## config.mk

```make
export PLATFORM = sky130hd
export DESIGN_NAME = mips_instr_encoder_flat
export DESIGN_NICKNAME = d
export VERILOG_FILES = /design/src/rtl/mips_instr_encoder_if.sv /design/src/rtl/mips_instr_encoder.sv /design/src/flat_wrapper.sv
export SDC_FILE = /design/constraint.sdc
export NUM_CORES = 1
export LEC_CHECK = 0
export BUFFER_PORTS_ARGS = -buffer_cell sky130_fd_sc_hd__buf_2
export CAP_MARGIN = 20
export CORE_ASPECT_RATIO = 0.7
export CORE_MARGIN = 1
export CORE_UTILIZATION = 43
export DETAILED_ROUTE_END_ITERATION = 8
export GPL_TIMING_DRIVEN = 0
export PLACE_DENSITY_LB_ADDON = 0.15
export SETUP_SLACK_MARGIN = 0.15
export SLEW_MARGIN = 20
export SYNTH_ARGS = -nofsm -noshare
export SYNTH_HDL_FRONTEND = slang
export SYNTH_SLANG_ARGS = --single-unit
```

## constraint.sdc

```tcl
create_clock -name clk -period 1.44 [get_ports clk]
set_input_delay 0.072 -clock clk [delete_from_list [all_inputs] [get_ports clk]]
set_output_delay 0.072 -clock clk [all_outputs]
set_load 0.01 [all_outputs]
```

## src/rtl/mips_instr_encoder_if.sv

```systemverilog
// Field-bundle handshake between the loader (master) and the instruction encoder (slave).
interface mips_instr_encoder_if;
    logic        in_valid;
    logic        in_ready;
    logic [1:0]  in_kind;
    logic [4:0]  in_rs;
    logic [4:0]  in_rt;
    logic [4:0]  in_rd;
    logic [5:0]  in_funct;
    logic [15:0] in_imm;
    logic        in_last;

    modport master (
        output in_valid, in_kind, in_rs, in_rt, in_rd, in_funct, in_imm, in_last,
        input  in_ready
    );

    modport slave (
        input  in_valid, in_kind, in_rs, in_rt, in_rd, in_funct, in_imm, in_last,
        output in_ready
    );
endinterface

```

## src/rtl/mips_instr_encoder.sv

```systemverilog
// Assembles decoded R/lw/sw/beq field bundles into 32-bit MIPS words and writes them to
// instruction memory at sequential word addresses.
module mips_instr_encoder #(
    parameter int unsigned ADDR_W    = 8,
    parameter int unsigned BASE_ADDR = 0,
    parameter int unsigned DEPTH     = 256
) (
    input  logic                clk,
    input  logic                rst_n,
    input  logic                clear,
    mips_instr_encoder_if.slave in_bus,
    output logic                mem_we,
    output logic [ADDR_W-1:0]   mem_addr,
    output logic [31:0]         mem_wdata,
    input  logic                mem_ack,
    output logic [ADDR_W:0]     count,
    output logic                full,
    output logic                done,
    output logic                err
);

    localparam int unsigned       CntW     = ADDR_W + 1;
    localparam logic [ADDR_W-1:0] BaseAddr = ADDR_W'(BASE_ADDR);
    localparam logic [ADDR_W:0]   DepthCnt = CntW'(DEPTH);

    typedef enum logic [1:0] {StIdle, StWrite, StDone} state_e;

    state_e              state_q, state_d;
    logic [ADDR_W-1:0]   addr_q, addr_d;
    logic [31:0]         wdata_q, wdata_d;
    logic [ADDR_W:0]     count_q, count_d;
    logic                full_q, full_d;
    logic                err_q, err_d;
    logic                last_q, last_d;

    logic                accept;
    logic                funct_ok;
    logic                illegal;
    logic [31:0]         word;

    // clear blocks acceptance in the same cycle so a restart never swallows a bundle
    assign in_bus.in_ready = (state_q == StIdle) && !full_q && !clear;
    assign accept          = in_bus.in_valid && in_bus.in_ready;

    // Field-to-word assembly and funct legality check
    always_comb begin
        word     = '0;
        funct_ok = 1'b0;
        case (in_bus.in_funct)
            6'b100000, 6'b100010, 6'b100100, 6'b100101, 6'b101010: funct_ok = 1'b1;
            default:                                               funct_ok = 1'b0;
        endcase
        unique case (in_bus.in_kind)
            2'b00: word = {6'b000000, in_bus.in_rs, in_bus.in_rt, in_bus.in_rd, 5'b00000,
                           in_bus.in_funct};
            2'b01: word = {6'b100011, in_bus.in_rs, in_bus.in_rt, in_bus.in_imm};
            2'b10: word = {6'b101011, in_bus.in_rs, in_bus.in_rt, in_bus.in_imm};
            2'b11: word = {6'b000100, in_bus.in_rs, in_bus.in_rt, in_bus.in_imm};
            default: word = '0;
        endcase
        illegal = (in_bus.in_kind == 2'b00) && !funct_ok;
    end

    // Next-state logic for the accept/write/done sequencing
    always_comb begin
        state_d = state_q;
        addr_d  = addr_q;
        wdata_d = wdata_q;
        count_d = count_q;
        full_d  = full_q;
        err_d   = err_q;
        last_d  = last_q;
        if (clear) begin
            // Any in-flight write is dropped without counting
            state_d = StIdle;
            addr_d  = BaseAddr;
            count_d = '0;
            full_d  = 1'b0;
            err_d   = 1'b0;
            last_d  = 1'b0;
        end else begin
            unique case (state_q)
                StIdle: begin
                    if (accept) begin
                        if (illegal) begin
                            err_d = 1'b1;
                            if (in_bus.in_last) state_d = StDone;
                        end else begin
                            wdata_d = word;
                            last_d  = in_bus.in_last;
                            state_d = StWrite;
                        end
                    end
                end
                StWrite: begin
                    if (mem_ack) begin
                        count_d = count_q + 1'b1;
                        addr_d  = addr_q + 1'b1;
                        full_d  = ((count_q + 1'b1) == DepthCnt);
                        state_d = last_q ? StDone : StIdle;
                    end
                end
                StDone: state_d = StDone;
                default: state_d = StIdle;
            endcase
        end
    end

    // State registers with synchronous active-low reset
    always_ff @(posedge clk) begin
        if (!rst_n) begin
            state_q <= StIdle;
            addr_q  <= BaseAddr;
            wdata_q <= '0;
            count_q <= '0;
            full_q  <= 1'b0;
            err_q   <= 1'b0;
            last_q  <= 1'b0;
        end else begin
            state_q <= state_d;
            addr_q  <= addr_d;
            wdata_q <= wdata_d;
            count_q <= count_d;
            full_q  <= full_d;
            err_q   <= err_d;
            last_q  <= last_d;
        end
    end

    // Registered outputs; write strobe is simply "in WRITE" so addr/wdata stay stable until ack
    always_comb begin
        mem_we    = (state_q == StWrite);
        mem_addr  = addr_q;
        mem_wdata = wdata_q;
        count     = count_q;
        full      = full_q;
        done      = (state_q == StDone);
        err       = err_q;
    end

endmodule

```

## src/flat_wrapper.sv

```systemverilog
// flat-port wrapper written by rule: the top's interface ports become plain ports
module mips_instr_encoder_flat 
#(
    parameter int unsigned ADDR_W    = 8,
    parameter int unsigned BASE_ADDR = 0,
    parameter int unsigned DEPTH     = 256
)
  (clk, rst_n, clear, mem_we, mem_addr, mem_wdata, mem_ack, count, full, done, err, in_bus_in_valid, in_bus_in_kind, in_bus_in_rs, in_bus_in_rt, in_bus_in_rd, in_bus_in_funct, in_bus_in_imm, in_bus_in_last, in_bus_in_ready);
  mips_instr_encoder_if in_bus_i ();
  input  logic clk;
  input  logic rst_n;
  input  logic clear;
  output logic mem_we;
  output logic [ADDR_W-1:0] mem_addr;
  output logic [31:0] mem_wdata;
  input  logic mem_ack;
  output logic [ADDR_W:0] count;
  output logic full;
  output logic done;
  output logic err;
  input wire logic [$bits(in_bus_i.in_valid)-1:0] in_bus_in_valid;
  input wire logic [$bits(in_bus_i.in_kind)-1:0] in_bus_in_kind;
  input wire logic [$bits(in_bus_i.in_rs)-1:0] in_bus_in_rs;
  input wire logic [$bits(in_bus_i.in_rt)-1:0] in_bus_in_rt;
  input wire logic [$bits(in_bus_i.in_rd)-1:0] in_bus_in_rd;
  input wire logic [$bits(in_bus_i.in_funct)-1:0] in_bus_in_funct;
  input wire logic [$bits(in_bus_i.in_imm)-1:0] in_bus_in_imm;
  input wire logic [$bits(in_bus_i.in_last)-1:0] in_bus_in_last;
  output wire logic [$bits(in_bus_i.in_ready)-1:0] in_bus_in_ready;
  assign in_bus_i.in_valid = in_bus_in_valid;
  assign in_bus_i.in_kind = in_bus_in_kind;
  assign in_bus_i.in_rs = in_bus_in_rs;
  assign in_bus_i.in_rt = in_bus_in_rt;
  assign in_bus_i.in_rd = in_bus_in_rd;
  assign in_bus_i.in_funct = in_bus_in_funct;
  assign in_bus_i.in_imm = in_bus_in_imm;
  assign in_bus_i.in_last = in_bus_in_last;
  assign in_bus_in_ready = in_bus_i.in_ready;
  mips_instr_encoder #(.ADDR_W(ADDR_W), .BASE_ADDR(BASE_ADDR), .DEPTH(DEPTH)) u_core (.clk(clk), .rst_n(rst_n), .clear(clear), .in_bus(in_bus_i), .mem_we(mem_we), .mem_addr(mem_addr), .mem_wdata(mem_wdata), .mem_ack(mem_ack), .count(count), .full(full), .done(done), .err(err));
endmodule
```

# Yosys cells after proc, flatten, opt, wreduce, memory -nomap -nowiden
# Index checks and enable logic that the tools add are counted.
[classes]
reduce_logical = 16
n_bitwise = 3
add_sub_neg = 2
eq_ne = 14
n_mux = 8
[op_table]
columns = ["operator", "count"]
rows = [
  ["$pmux W32 S4", 1],
  ["$eq A6 B6 Y1 const B", 5],
  ["$mux W2", 5],
  ["$add A9 B1 Y9 const B", 1],
  ["$eq A9 B9 Y1 const B", 1],
  ["$reduce_and A3 Y1", 3],
  ["$add A8 B1 Y8 const B", 1],
  ["$eq A2 B2 Y1 const B", 3],
  ["$pmux W2 S3", 1],
  ["$reduce_or A5 Y1", 1],
  ["$eq A2 B1 Y1 const B", 2],
  ["$logic_and A1 B1 Y1", 4],
  ["$logic_not A2 Y1", 2],
  ["$ne A2 B1 Y1 const B", 2],
  ["$reduce_and A4 Y1", 1],
  ["$logic_not A1 Y1", 3],
  ["$ne A3 B3 Y1 const B", 1],
  ["$not A1 Y1", 3],
  ["$reduce_and A2 Y1", 1],
  ["$reduce_or A2 Y1", 1],
  ["$mux W1", 1],
]
[totals]
out_inout_bits = 54
reg_bits = 54
input_bits = 45
elab_cells = 50

# Longest topological paths before layout
[logic_depth]
word_depth = 8
mapped_depth = 7
mapped_depth_nobuf = 6

# Worst setup path after synthesis
# No wires, ideal clock.
[synth_timing]
path_type = "register to register"
startpoint = "reg u_core.full_q (netlist: u_core.full)"
endpoint = "reg u_core.wdata_q[0] (netlist: u_core.mem_wdata[0])"
synth_period_minus_slack_ps = 1535
path_slack_ps = -95
n_path_buf = 2
path_stages_with_launch = 7
required_ps = 1302
arrival_ps = 1396
cell_sequence = "dfxtp_1 > nor4_4 > nand2_1 > buf_2 > nor2_1 > buf_2 > a211oi_1"
[synth_via]
elab_chain_len = 5
[synth_rtl]
columns = ["element", "line", "text"]
rows = [
  ["from (decl)", "mips_instr_encoder.sv:32", "logic full_q, full_d;"],
  ["from (signal assigned)", "mips_instr_encoder.sv:124", "full_q <= full_d;"],
  ["$logic_not A1 Y1", "mips_instr_encoder.sv:42", "assign in_bus.in_ready = (state_q == StIdle) && !full_q && !clear;"],
  ["$logic_and A1 B1 Y1 (2 in a row)", "mips_instr_encoder.sv:42", ""],
  ["via in_bus_in_ready", "flat_wrapper.sv:29", "output wire logic [$bits(in_bus_i.in_ready)-1:0] in_bus_in_ready;"],
  ["$logic_and A1 B1 Y1", "mips_instr_encoder.sv:43", "assign accept = in_bus.in_valid && in_bus.in_ready;"],
  ["$reduce_and A4 Y1 (no line)", "--", ""],
  ["to (signal assigned)", "mips_instr_encoder.sv:122", "wdata_q <= wdata_d;"],
  ["to (decl)", "mips_instr_encoder.sv:30", "logic [31:0] wdata_q, wdata_d;"],
]
# The timed path passes the listed nets, and every way through them passes these cells.
# A chain may end at the register's enable or synchronous reset.

# Worst setup path after layout
[layout_timing]
startpoint = "reg u_core.state_q[0]"
endpoint = "reg u_core.wdata_q[11] (netlist: u_core.mem_wdata[11])"
[layout_via]
elab_chain_len = 5
[layout_rtl]
columns = ["element", "line", "text"]
rows = [
  ["from (decl)", "mips_instr_encoder.sv:28", "state_e state_q, state_d;"],
  ["from (signal assigned)", "mips_instr_encoder.sv:112", "state_q <= StIdle;"],
  ["from (signal assigned)", "mips_instr_encoder.sv:120", "state_q <= state_d;"],
  ["$logic_not A2 Y1 *", "mips_instr_encoder.sv:42, mips_instr_encoder.sv:82", ""],
  ["$logic_and A1 B1 Y1 (2 in a row)", "mips_instr_encoder.sv:42", ""],
  ["$logic_and A1 B1 Y1", "mips_instr_encoder.sv:43", ""],
  ["$reduce_and A4 Y1 (no line) *", "--", ""],
]
# Mark *: on every way between the ends. The rest lies on a longest branch, timed or not.

==> summary.md <==
| Metric | Value |
|---|---|
| Slew Limit Headroom | `58.1%` |
| Iteration-0 DRC count of the detailed router | `102` |
| DPL Wire Length | `4.76 mm` |
| Die H | `64.5 microns` |
| Net switching power figure | `783 uW` |
| Hold EP | `u_core.mem_wdata[22]$_SDFFE_PN0P_` |
| Worst Setup End Kind | `flip-flop` |
| Tot GR Track Use | `23.8%` |
| RSZ-0062 raised after global routing | `yes` |
| Hold Path Origin | `in_bus_in_rs[1]` |
| Setup slack, reg-to-reg | `-0.07 ns` |
| Final Slew Violations | `0` |
| Failing checks | `setup timing` |
| Placed insts | `440` |
| Power per Cell Area | `857 nW/um^2` |
| Status | `finished, violations left` |
| Critical-path maximum fanout | `6` |
| Max Clock Skew | `0.00528 ns` |
| Max_cap viols | `0` |
| Reg2reg end | `u_core.mem_wdata[11]$_SDFFE_PN0P_` |
| Syn-to-layout area delta | `53.4%` |
| Setup ws final | `-0.0681 ns` |
| Worst EP required | `1.65 ns` |
| Io pins | `99` |
| Setup crit start kind | `flip-flop` |
| CP arrival | `1.72 ns` |
| Final WL | `7.29 mm` |
| Worst Reg-to-Reg Cells | `6` |
| Tcrit/Tclk final | `105%` |
| Fmax achieved | `663 MHz` |
| Share of cells above drive strength 1 | `49.5%` |
| Peak VDD IR | `0.494 mV` |
| Num CTS Buffers | `5` |
| Final ANT Viol Nets | `0` |
| Core ar. | `5310 sq um` |
| Number of core rows | `22` |
| GP Congestion | `0.851` |
| Die ar. | `5890 sq um` |
| Vias | `2543` |
| Post-synthesis async set-or-reset flop share | `0%` |
| Logic gate share of total power | `15.9%` |
| # fillers | `409` |
| IO Port Bufs | `97` |
| CTS H-tree depth | `2` |
| Root buffer cell | `clkbuf_8` |
| Vias in the first global route | `2233` |
| TritonCTS clock tree | `done` |
| Initial antenna violation count | `0` |
| Syn_area_per_cell | `8.86 sq um` |
| CTS clk-pin slew, worst paths | `0.10 ns` |
| Clk sinks | `51` |
| Mapped Area | `2400 sq um` |
| Skew-Pair Late Insertion Delay | `0.30 ns` |
| Most common flop cell mapped by yosys | `dfxtp_1` |
| HP Class | `primary input to flip-flop` |
| Number of diodes | `0` |
| Synthesized Nets | `324` |
| Congestion Overflow GR | `0` |
| Starting Density | `45.2%` |
| Endpoints failing hold | `0` |
| Synth unique cells | `38` |
| Sw Ratio | `24.8%` |
| Post-route insts no fill | `474` |
| Setup Viol. Count Final | `26` |
| Worst Hold Path Cells | `3` |
| Minimum clock period | `1.51 ns` |
| Drt wl/cell | `15.4 microns` |
| Yosys reg bits | `51` |
| First-pass GRT wire length | `11.0 mm` |
| Total iterations of the first detailed-routing run | `4` |
| Internal | `2.37 mW` |
| Post-synthesis sequential area ratio | `42.5%` |
| # DRC | `0` |
| Die W | `91.3 microns` |
| CTS hold repair buffers | `0` |
| Max Buffers Root-to-Sink | `2` |
| Slew @ Worst Pin | `0.626 ns` |
| Hold_ws | `0.0109 ns` |
| Reg-to-reg startpoint | `u_core.state_q[0]$_SDFFE_PP0P_` |
| P_leak | `1.62 nW` |
| Final #Nets | `454` |
| Clock power frac | `37.4%` |
| CP Class | `flip-flop to flip-flop` |
| Setup_tns | `-0.425 ns` |
| Synthesis Warnings | `0` |
| EDFF count, synth | `0` |
| Routed vias/inst | `5.36` |
| Post-synthesis instance total | `271` |
| Maximum number of pins on one net before global-route repair | `16` |
| Sequential Power Share | `46.7%` |
-- cell type report --
| type | instances | area [sq um] | share of cell area, % |
|---|---|---|---|
| well taps | 72 | 90.1 | 2.45 |
| clock inverters | 2 | 60.1 | 1.63 |
| plain buffers | 22 | 173 | 4.69 |
| flip-flops and latches | 51 | 1040 | 28.3 |
| multi-input cells | 192 | 1470 | 39.8 |
| inverters | 6 | 22.5 | 0.612 |
| repair buffers | 123 | 757 | 20.6 |
| clock buffers | 6 | 72.6 | 1.97 |
-- worst max-delay path by stage --
stage                                               from                           endpoint  slack, ns  cells after the start
final                     u_core.state_q[0]$_SDFFE_PP0P_  u_core.mem_wdata[11]$_SDFFE_PN0P_      -0.07                      6
after global routing      u_core.state_q[0]$_SDFFE_PP0P_  u_core.mem_wdata[23]$_SDFFE_PN0P_      -0.12                      6
after CTS                 u_core.state_q[0]$_SDFFE_PP0P_  u_core.mem_wdata[13]$_SDFFE_PN0P_      -0.02                      6
after detailed placement               in_bus_in_kind[0]   u_core.mem_wdata[5]$_SDFFE_PN0P_      -0.42                      7
after global placement                 in_bus_in_kind[0]   u_core.mem_wdata[3]$_SDFFE_PN0P_      -0.41                      7
after floorplan           u_core.state_q[0]$_SDFFE_PP0P_  u_core.mem_wdata[21]$_SDFFE_PN0P_       0.05                      6
-- kinds of logic after synthesis --
logic type	Yosys count	synth area share [%]
and+or+nand+nor	80	17.6
buffers and inverters	28	5.79
muxes	2	1.04
adders and majority gates	8	4.17
other	1	0.156
DFF	51	42.5
AOI/OAI and AO/OA	86	23.3
xor gates and xnor gates	15	5.47
-- state kept, by name (all words and copies together) (netlist names) --
register          count
u_core.state_q        2
u_core.mem_addr       8
u_core.mem_wdata     29
u_core.full           1
u_core.count          9
u_core.last_q         1
u_core.err            1
-- stage by stage --
step	setup WS (ns)	utilization [%]	power (mW)	instance area, sq um
after detailed placement	-0.417	57.2	1.93	3040
final	-0.0681	69.3	3.15	3680
after floorplan	0.0541	-	1.75	2460
after CTS	-0.0162	66.4	3.12	3530
after global placement	-0.412	57.2	1.92	3040
after global routing	-0.123	69.3	3.28	3680
-- repair_timing --
item	in CTS	in global routing
buffers inserted	17	6
pin swaps	28	26
endpoints found under the setup margin	45	53
resized for setup	49	30
gates cloned	3	0
endpoints found under the hold margin	0	0
-- synthesized netlist by cell type, types with 7 or more instances --
master | count | area, sq um
a22oi_1 | 12 | 90.1
clkbuf_1 | 10 | 37.5
xnor2_1 | 9 | 78.8
nor2_1 | 18 | 67.6
ha_1 | 8 | 100
nand3_1 | 25 | 125
dfxtp_1 | 51 | 1020
a211oi_1 | 7 | 52.6
o21ai_0 | 21 | 105
nand2_1 | 8 | 30.0
a21oi_1 | 35 | 175
-- critical path: stages, from the launching register on --
cell and delay [ns]:
dfxtp_4 0.37, nor4_4 0.28, and2_1 0.21, buf_6 0.17, buf_4 0.13, a21oi_1 0.05
a211oi_1 0.21
-- per-layer routing --
metal,GRT usage [%],vias to the layer above,wire [microns]
li1,-,1234,-
met1,32.7,1224,3450
met2,38.3,76,3370
met3,6.46,9,404
met4,3.17,0,61
met5,0,-,0
-- cell usage in the layout (no fill, tap or decap), types with 2 or more instances in the layout --
| master | count |
|---|---|
| buf_2 | 96 |
| dfxtp_1 | 43 |
| a21oi_1 | 24 |
| nand3_1 | 21 |
| buf_4 | 19 |
| nor2_1 | 16 |
| o21ai_0 | 16 |
| buf_6 | 15 |
| a22oi_1 | 12 |
| a21oi_2 | 11 |
| clkbuf_1 | 7 |
| xnor2_1 | 7 |
| ha_1 | 7 |
| inv_1 | 6 |
| a211oi_2 | 6 |
| a211oi_1 | 6 |
| nand4_1 | 6 |
| xor2_1 | 6 |
| clkbuf_8 | 5 |
| nand2_1 | 4 |
| nor3_4 | 4 |
| o21ai_1 | 4 |
| dfxtp_2 | 4 |
| dfxtp_4 | 4 |
| clkbuf_2 | 3 |
| buf_8 | 3 |
| nand3b_1 | 3 |
| nand2_2 | 3 |
| nor2b_1 | 2 |
| nor3_1 | 2 |
| and2_1 | 2 |
| nand3_4 | 2 |
| and3_1 | 2 |
| or3_1 | 2 |
| xnor2_2 | 2 |
| nand3_2 | 2 |
| bufinv_16 | 2 |
-- power by group through the flow --
| stage | logic, mW | clock network, mW | registers (mW) |
|---|---|---|---|
| 2_1_floorplan | 0.225 | 0 | 1.53 |
| 3_3_place_gp | 0.417 | 0 | 1.51 |
| 3_5_place_dp | 0.421 | 0 | 1.51 |
| 4_1_cts | 0.470 | 1.18 | 1.47 |
| 5_1_grt | 0.544 | 1.26 | 1.48 |
| 6_report | 0.502 | 1.18 | 1.47 |
(Power assumes the default switching activity.)
